===== config.mk =====
export PLATFORM = sky130hd
export DESIGN_NAME = serial_add_sub
export DESIGN_NICKNAME = d
export VERILOG_FILES = /design/src/rtl/serial_add_sub.sv
export SDC_FILE = /design/constraint.sdc
export NUM_CORES = 1
export LEC_CHECK = 0
export CAP_MARGIN = 20
export CORE_ASPECT_RATIO = 1.1
export CORE_MARGIN = 2
export CORE_UTILIZATION = 40
export CTS_CLUSTER_SIZE = 30
export DETAILED_ROUTE_END_ITERATION = 12
export PLACE_DENSITY = 0.78
export SYNTH_ARGS = -nofsm -noshare
export SYNTH_HDL_FRONTEND = slang
export SYNTH_SLANG_ARGS = --single-unit

===== constraint.sdc =====
create_clock -name clk -period 1.19 [get_ports clk]
set_input_delay 0.238 -clock clk [delete_from_list [all_inputs] [get_ports clk]]
set_output_delay 0.238 -clock clk [all_outputs]
set_load 0.02 [all_outputs]

===== src/rtl/serial_add_sub.sv =====
// Bit-serial WIDTH-bit adder/subtractor. One full-adder cell and a carry
// register handle one bit per cycle, LSB first, with a valid/ready handshake
// on both sides. Subtract mode adds the inverted B operand plus an inverted
// carry-in. carry_out and signed overflow are registered on the MSB step.
module serial_add_sub #(
  parameter int WIDTH = 8
) (
  input  logic             clk,
  input  logic             rst_n,
  input  logic             in_valid,
  output logic             in_ready,
  input  logic [WIDTH-1:0] a,
  input  logic [WIDTH-1:0] b,
  input  logic             carry_in,
  input  logic             sub,
  output logic             out_valid,
  input  logic             out_ready,
  output logic [WIDTH-1:0] sum,
  output logic             carry_out,
  output logic             overflow
);

  localparam int CW = $clog2(WIDTH) + 1;
  localparam logic [CW-1:0] LAST = CW'(WIDTH - 1);

  typedef enum logic [1:0] {
    IDLE,
    SHIFT,
    DONE
  } state_t;

  state_t          state;
  logic [WIDTH-1:0] a_sh;
  logic [WIDTH-1:0] b_sh;
  logic             carry;
  logic [CW-1:0]    cnt;

  logic             bit_sum;
  logic             carry_next;
  logic [WIDTH-1:0] sum_next;

  // Full-adder cell on the current LSBs; the result bit enters at the top
  // of sum so that after WIDTH steps the word is in place.
  always_comb begin
    bit_sum    = a_sh[0] ^ b_sh[0] ^ carry;
    carry_next = (a_sh[0] & b_sh[0]) | (a_sh[0] & carry) | (b_sh[0] & carry);
    sum_next   = sum >> 1;
    sum_next[WIDTH-1] = bit_sum;
  end

  // Control FSM and datapath registers; all outputs are registered.
  always_ff @(posedge clk) begin
    if (!rst_n) begin
      state     <= IDLE;
      in_ready  <= 1'b0;
      out_valid <= 1'b0;
      sum       <= '0;
      carry_out <= 1'b0;
      overflow  <= 1'b0;
      carry     <= 1'b0;
      cnt       <= '0;
      a_sh      <= '0;
      b_sh      <= '0;
    end else begin
      case (state)
        IDLE: begin
          if (in_valid && in_ready) begin
            a_sh     <= a;
            b_sh     <= sub ? ~b : b;
            carry    <= carry_in ^ sub;
            cnt      <= '0;
            in_ready <= 1'b0;
            state    <= SHIFT;
          end else begin
            in_ready <= 1'b1;
          end
        end
        SHIFT: begin
          a_sh  <= a_sh >> 1;
          b_sh  <= b_sh >> 1;
          sum   <= sum_next;
          carry <= carry_next;
          cnt   <= cnt + 1'b1;
          if (cnt == LAST) begin
            carry_out <= carry_next;
            overflow  <= carry ^ carry_next;
            out_valid <= 1'b1;
            state     <= DONE;
          end
        end
        DONE: begin
          if (out_ready) begin
            out_valid <= 1'b0;
            in_ready  <= 1'b1;
            state     <= IDLE;
          end
        end
        default: begin
          state     <= IDLE;
          in_ready  <= 1'b0;
          out_valid <= 1'b0;
        end
      endcase
    end
  end

endmodule

Yosys cells after proc, flatten, opt, wreduce, memory -nomap -nowiden --
Cells that the tools add are included.
Cells by class: add/subtract/negate cells 1, $mul 0, div/mod/pow operators 0, order comparisons 0, equality and inequality tests 6, shift-type cells 0, mux-type cells 19, bitwise gates (word level) 12, reduce and logical (&&, ||, !) cells 8
Operator list (number):
- $pmux 8 s2 | 2
- $mux 8 | 3
- $not 8->8 | 1
- $pmux 4 s2 | 1
- $mux 2 | 3
- $ne 2x2->1 const B | 3
- $pmux 1 s3 | 2
- $pmux 2 s3 | 1
- $reduce_and 2->1 | 3
- $reduce_and 3->1 | 2
- $mux 1 | 5
- $add 4x1->4 const B | 1
- $eq 4x3->1 const B | 1
- $mux 4 | 1
- $xor 1x1->1 | 4
- $and 1x1->1 | 3
- $eq 2x1->1 const B | 1
- $eq 2x2->1 const B | 1
- $logic_not 2->1 | 1
- $not 1->1 | 2
- $or 1x1->1 | 2
- $pmux 1 s2 | 1
- $reduce_bool 2->1 | 1
- $logic_and 1x1->1 | 1
Storage, ports and cells: register bits after elaboration 35, bits in latches 0, memory bits (writable) 0, memory bits (read-only) 0, word-level logic and storage cells 56, memories kept 0

Depth between registers and ports, before layout --
depth after elaboration 4, depth in mapped cells 5, gate-level depth less buffers 4

Least setup slack after synthesis --
Ideal clock, no wire load.
path type register to register, start register in_ready, end register a_sh[3], library setup time 91 ps, arrival 1187 ps, data required time 1099 ps, path slack -87 ps, cell stages (with the launch flop) 6, path buffers 2, clock period less this slack 1277 ps, path through dfxtp_1 -> and3b_1 -> buf_4 -> buf_4 -> nor3_1 -> a311oi_1
Between the ends: cells in the longest elaborated chain, start to end 3
RTL lines:
- start: declaration | line 11 | output logic in_ready,
- start signal: assignment | line 55 | in_ready <= 1'b0;
- start signal: assignment | line 72 | in_ready <= 1'b0;
- start signal: assignment | line 75 | in_ready <= 1'b1;
- $logic_and 1x1->1 | line 67 | if (in_valid && in_ready) begin
- $ne 2x2->1 (no line)
- $reduce_and 2->1 (no line)
- end signal: assignment | line 79 | a_sh <= a_sh >> 1;
- end: declaration | line 33 | logic [WIDTH-1:0] a_sh;
No other way between the ends. A chain may end at the register's enable or synchronous reset.

Worst setup path in the final report --
start register a_sh[0], end register overflow
Between the ends: cells in the longest elaborated chain, start to end 4, elaborated cells on any way between the ends 5, those cells by class bitwise (5)
RTL lines:
- $and 1x1->1 | line 46 | carry_next = (a_sh[0] & b_sh[0]) | (a_sh[0] & carry) | (b_sh[0] & carry);
- $or 1x1->1 * (2 in series) | line 46
- via carry_next | line 39 | logic carry_next;
- $xor 1x1->1 * | line 86 | overflow <= carry ^ carry_next;
- end signal: assignment | line 86
- end: declaration | line 20 | output logic overflow
Mark *: on every way through the listed nets, which the timed path passes. The rest lies on a longest branch.

==> flow_summary.toml <==
[power_and_ir_drop]
p_seq_frac = 0.479
internal_power_mw = 1.98
p_clk_frac = 0.300
peakVddDrop_mv = 0.536
p_leak_nw = 0.901
power.share.combinational = 0.221
totalPowerFinal_mw = 2.73
power.switching_uw = 748
p_sw_frac = 0.274
powerDensity_nw_per_um2 = 1150

[critical_path]
r2r_end = "overflow"
crit_arrival_ns = 1.44
crit_fanout = 2
critPathLaunchType = "flip-flop"
cp.required_ns = 1.37
critical_path_class = "flip-flop to flip-flop"
ff2ff_path_depth = 3
timing.rr.start = "a_sh[0]"
crit_path_end_kind = "flip-flop"
ff2ff_setup_slack_ns = -0.08

[timing]
hold_viol = 0
slew_headroom = 0.795
maxSlewViolCount = 0
finalSetupViolCount = 7
max_freq_ghz = 0.790
period_share = 1.06
clock_skew_ns = 0.00734
final.setup.tns_ns = -0.171
grt_setup_unrepaired = "true"
hold_ws_ns = 0.461
worstMarginPinSlew_ns = 0.305
layout_min_cycle_time_ns = 1.27
timing.final.ws_setup_ns = -0.0750

[detailed_routing]
drt_iter0_drc = 83
drc = 0
wl_met1_um = 1760
drtPass1Iterations = 4
drt_wl_total_um = 4010
wl_per_cell_um = 13.5
dr_total_vias = 1551
viasPerCell = 5.20
top_layer_used = "met4"
detail-route-antenna-nets = 0
wl_met3_um = 139
wl_met2_um = 2040

[clock_tree]
cts_sinks = 35
clk_pin_slew_ns = 0.07
clock_latency_ns = 0.29
cts_hold_buf = 0
cts_tree = "yes"
htreeDepth = 2
cts_root_buf = "clkbuf_8"
clock_path_buffers = 2
cts_buffers = 5

[placement]
dpl_cell_area_um2 = 2160
gp_congestion = 0.744
dp.cells = 286
io_buffers = 33
pre_cts_slack_ns = -0.405
post-dp-hpwl_um = 2680

[status]
violations = "negative setup slack"
status = "complete, but fails checks"

[die]
dieArea_um2 = 4410
rows = 23
start_util = 0.423
die_y_um = 69.5
die_x_um = 63.5
fp.coreArea_um2 = 3680
ios = 34

[grt]
antenna_found_initial = 0
grt_pass1_wl_um = 6510
grt_util_all_layers = 0.185
grt_pass1_vias = 1483
grt_remaining_overflow = 0
grt_max_degree = 27

[yosys]
yosysWarnings = 0
yosys.area.top_type = "dfxtp_1"
yosysMostFrequentCell = "nand2_1"
synthArstFlopShare = 0
synth_cells = 183
synthesis.area_um2 = 1560
yosys_register_bits = 35
synth_common_cells = "36 x nand2_1, 35 x dfxtp_1, 14 x nor3_1"
synth.net_count = 207
synth.top_cell.area_share = 0.449
synth-main-ff-cell = "dfxtp_1"
seq_area_frac_synth = 0.449
synth-edff-count = 0
synth.avg_cell_area_um2 = 8.52
synth_area_leaders = "dfxtp_1 45%, nand2_1 8.7%, xnor2_1 5.6%"
synth_cell_types = 32

[layout]
final_cells = 298
post-route-util = 0.646
final_area_um2 = 2380
antennaDiodeCount = 0
synthToLayoutAreaGrowth_pct = 52.6
nets = 271
drive_above_1_share = 0.319

[min_path]
worstHoldStart = "sum[0]"
min_to = "sum[0]"
hold_path_depth = 2
holdCritPathClass = "flip-flop to flip-flop"

[run]
drv_cap = 0
[sequential cells by signal (all words and copies together) (netlist names)]
signal and flops:
sum 8, a_sh 8, carry_out 1, overflow 1, in_ready 1, carry 1, out_valid 1, state 2
cnt 4, b_sh 8
[power groups by stage]
stage               registers, mW  clock network (mW)  logic (mW)
floorplan                    1.32                   0       0.279
global placement             1.32                   0       0.501
detailed placement           1.32                   0       0.513
CTS                          1.30               0.840       0.536
global route                 1.32               0.906       0.664
finish                       1.31               0.820       0.602
[layer usage]
metal	vias up	track usage
met2	25	0.310
li1	773	-
met5	-	0
met4	0	0.0797
met3	6	0.0519
met1	747	0.220
[cells by family (layout without fill, tap and decap cells)]
| group | count (synthesis) | count (layout) | share of synthesized area |
|---|---|---|---|
| xor+xnor | 10 | 10 | 0.0562 |
| compound gates | 46 | 46 | 0.195 |
| buf+inv | 18 | 83 | 0.0602 |
| flops | 35 | 35 | 0.449 |
| fa+ha+maj | 2 | 2 | 0.0209 |
| mux | 2 | 2 | 0.0128 |
| simple gates | 70 | 70 | 0.205 |
[area by class of cell]
class                           instances  area, um2
Fill cell                             323       1300
Clock inverter                          1       5.00
Timing Repair Buffer                   72        618
Inverter                                3       11.3
Clock buffer                            7       76.3
Sequential cell                        35        711
Multi-Input combinational cell        130        896
Tap cell                               50       62.6
[layout by cell type, fill, tap and decap left out, types with 2 or more instances in the layout]
| cell type | Yosys | routed |
|---|---|---|
| a311oi_2 | 0 | 3 |
| mux2i_1 | 2 | 2 |
| o21ai_1 | 0 | 3 |
| clkbuf_1 | 4 | 2 |
| clkdlybuf4s50_1 | 0 | 20 |
| buf_12 | 0 | 2 |
| clkbuf_2 | 0 | 8 |
| clkdlybuf4s15_1 | 0 | 3 |
| nand3b_1 | 2 | 2 |
| dfxtp_1 | 35 | 29 |
| buf_2 | 6 | 2 |
| xnor2_1 | 10 | 10 |
| nor3_2 | 0 | 4 |
| buf_6 | 0 | 5 |
| nand3_1 | 6 | 6 |
| inv_1 | 3 | 3 |
| a211oi_1 | 8 | 7 |
| a21oi_1 | 10 | 9 |
| nor3_1 | 14 | 9 |
| clkbuf_8 | 0 | 5 |
| dfxtp_2 | 0 | 5 |
| buf_4 | 5 | 31 |
| o21ai_0 | 13 | 10 |
| nand2_1 | 36 | 36 |
| nor2_1 | 5 | 4 |
| a311oi_1 | 7 | 4 |
[critical path, cell delays in order, from the launching register on]
cell and delay, ns:
dfxtp_2 0.34, fa_2 0.40, xnor2_1 0.16, o41ai_1 0.25
[timing repair]
| item | 4_1_cts | 5_1_grt |
|---|---|---|
| buffers inserted | 3 | 0 |
| hold endpoints to repair | 0 | 0 |
| gates resized for setup | 38 | 34 |
| pin swaps | 3 | 3 |
| endpoints found under the setup margin | 33 | 32 |
| cloned | 0 | 1 |
[how the worst max path moves through the flow]
| stage | depth (start not counted) | from | slack (ns) | end |
|---|---|---|---|---|
| final | 3 | a_sh[0] | -0.08 | overflow |
| after global routing | 3 | a_sh[0] | -0.19 | overflow |
| after CTS | 3 | a_sh[0] | -0.02 | overflow |
| after detailed placement | 4 | in_valid | -0.41 | b_sh[7] |
| after global placement | 4 | in_valid | -0.34 | b_sh[0] |
| after floorplan | 5 | in_ready | 0.01 | a_sh[3] |
(Power assumes the default switching activity.)
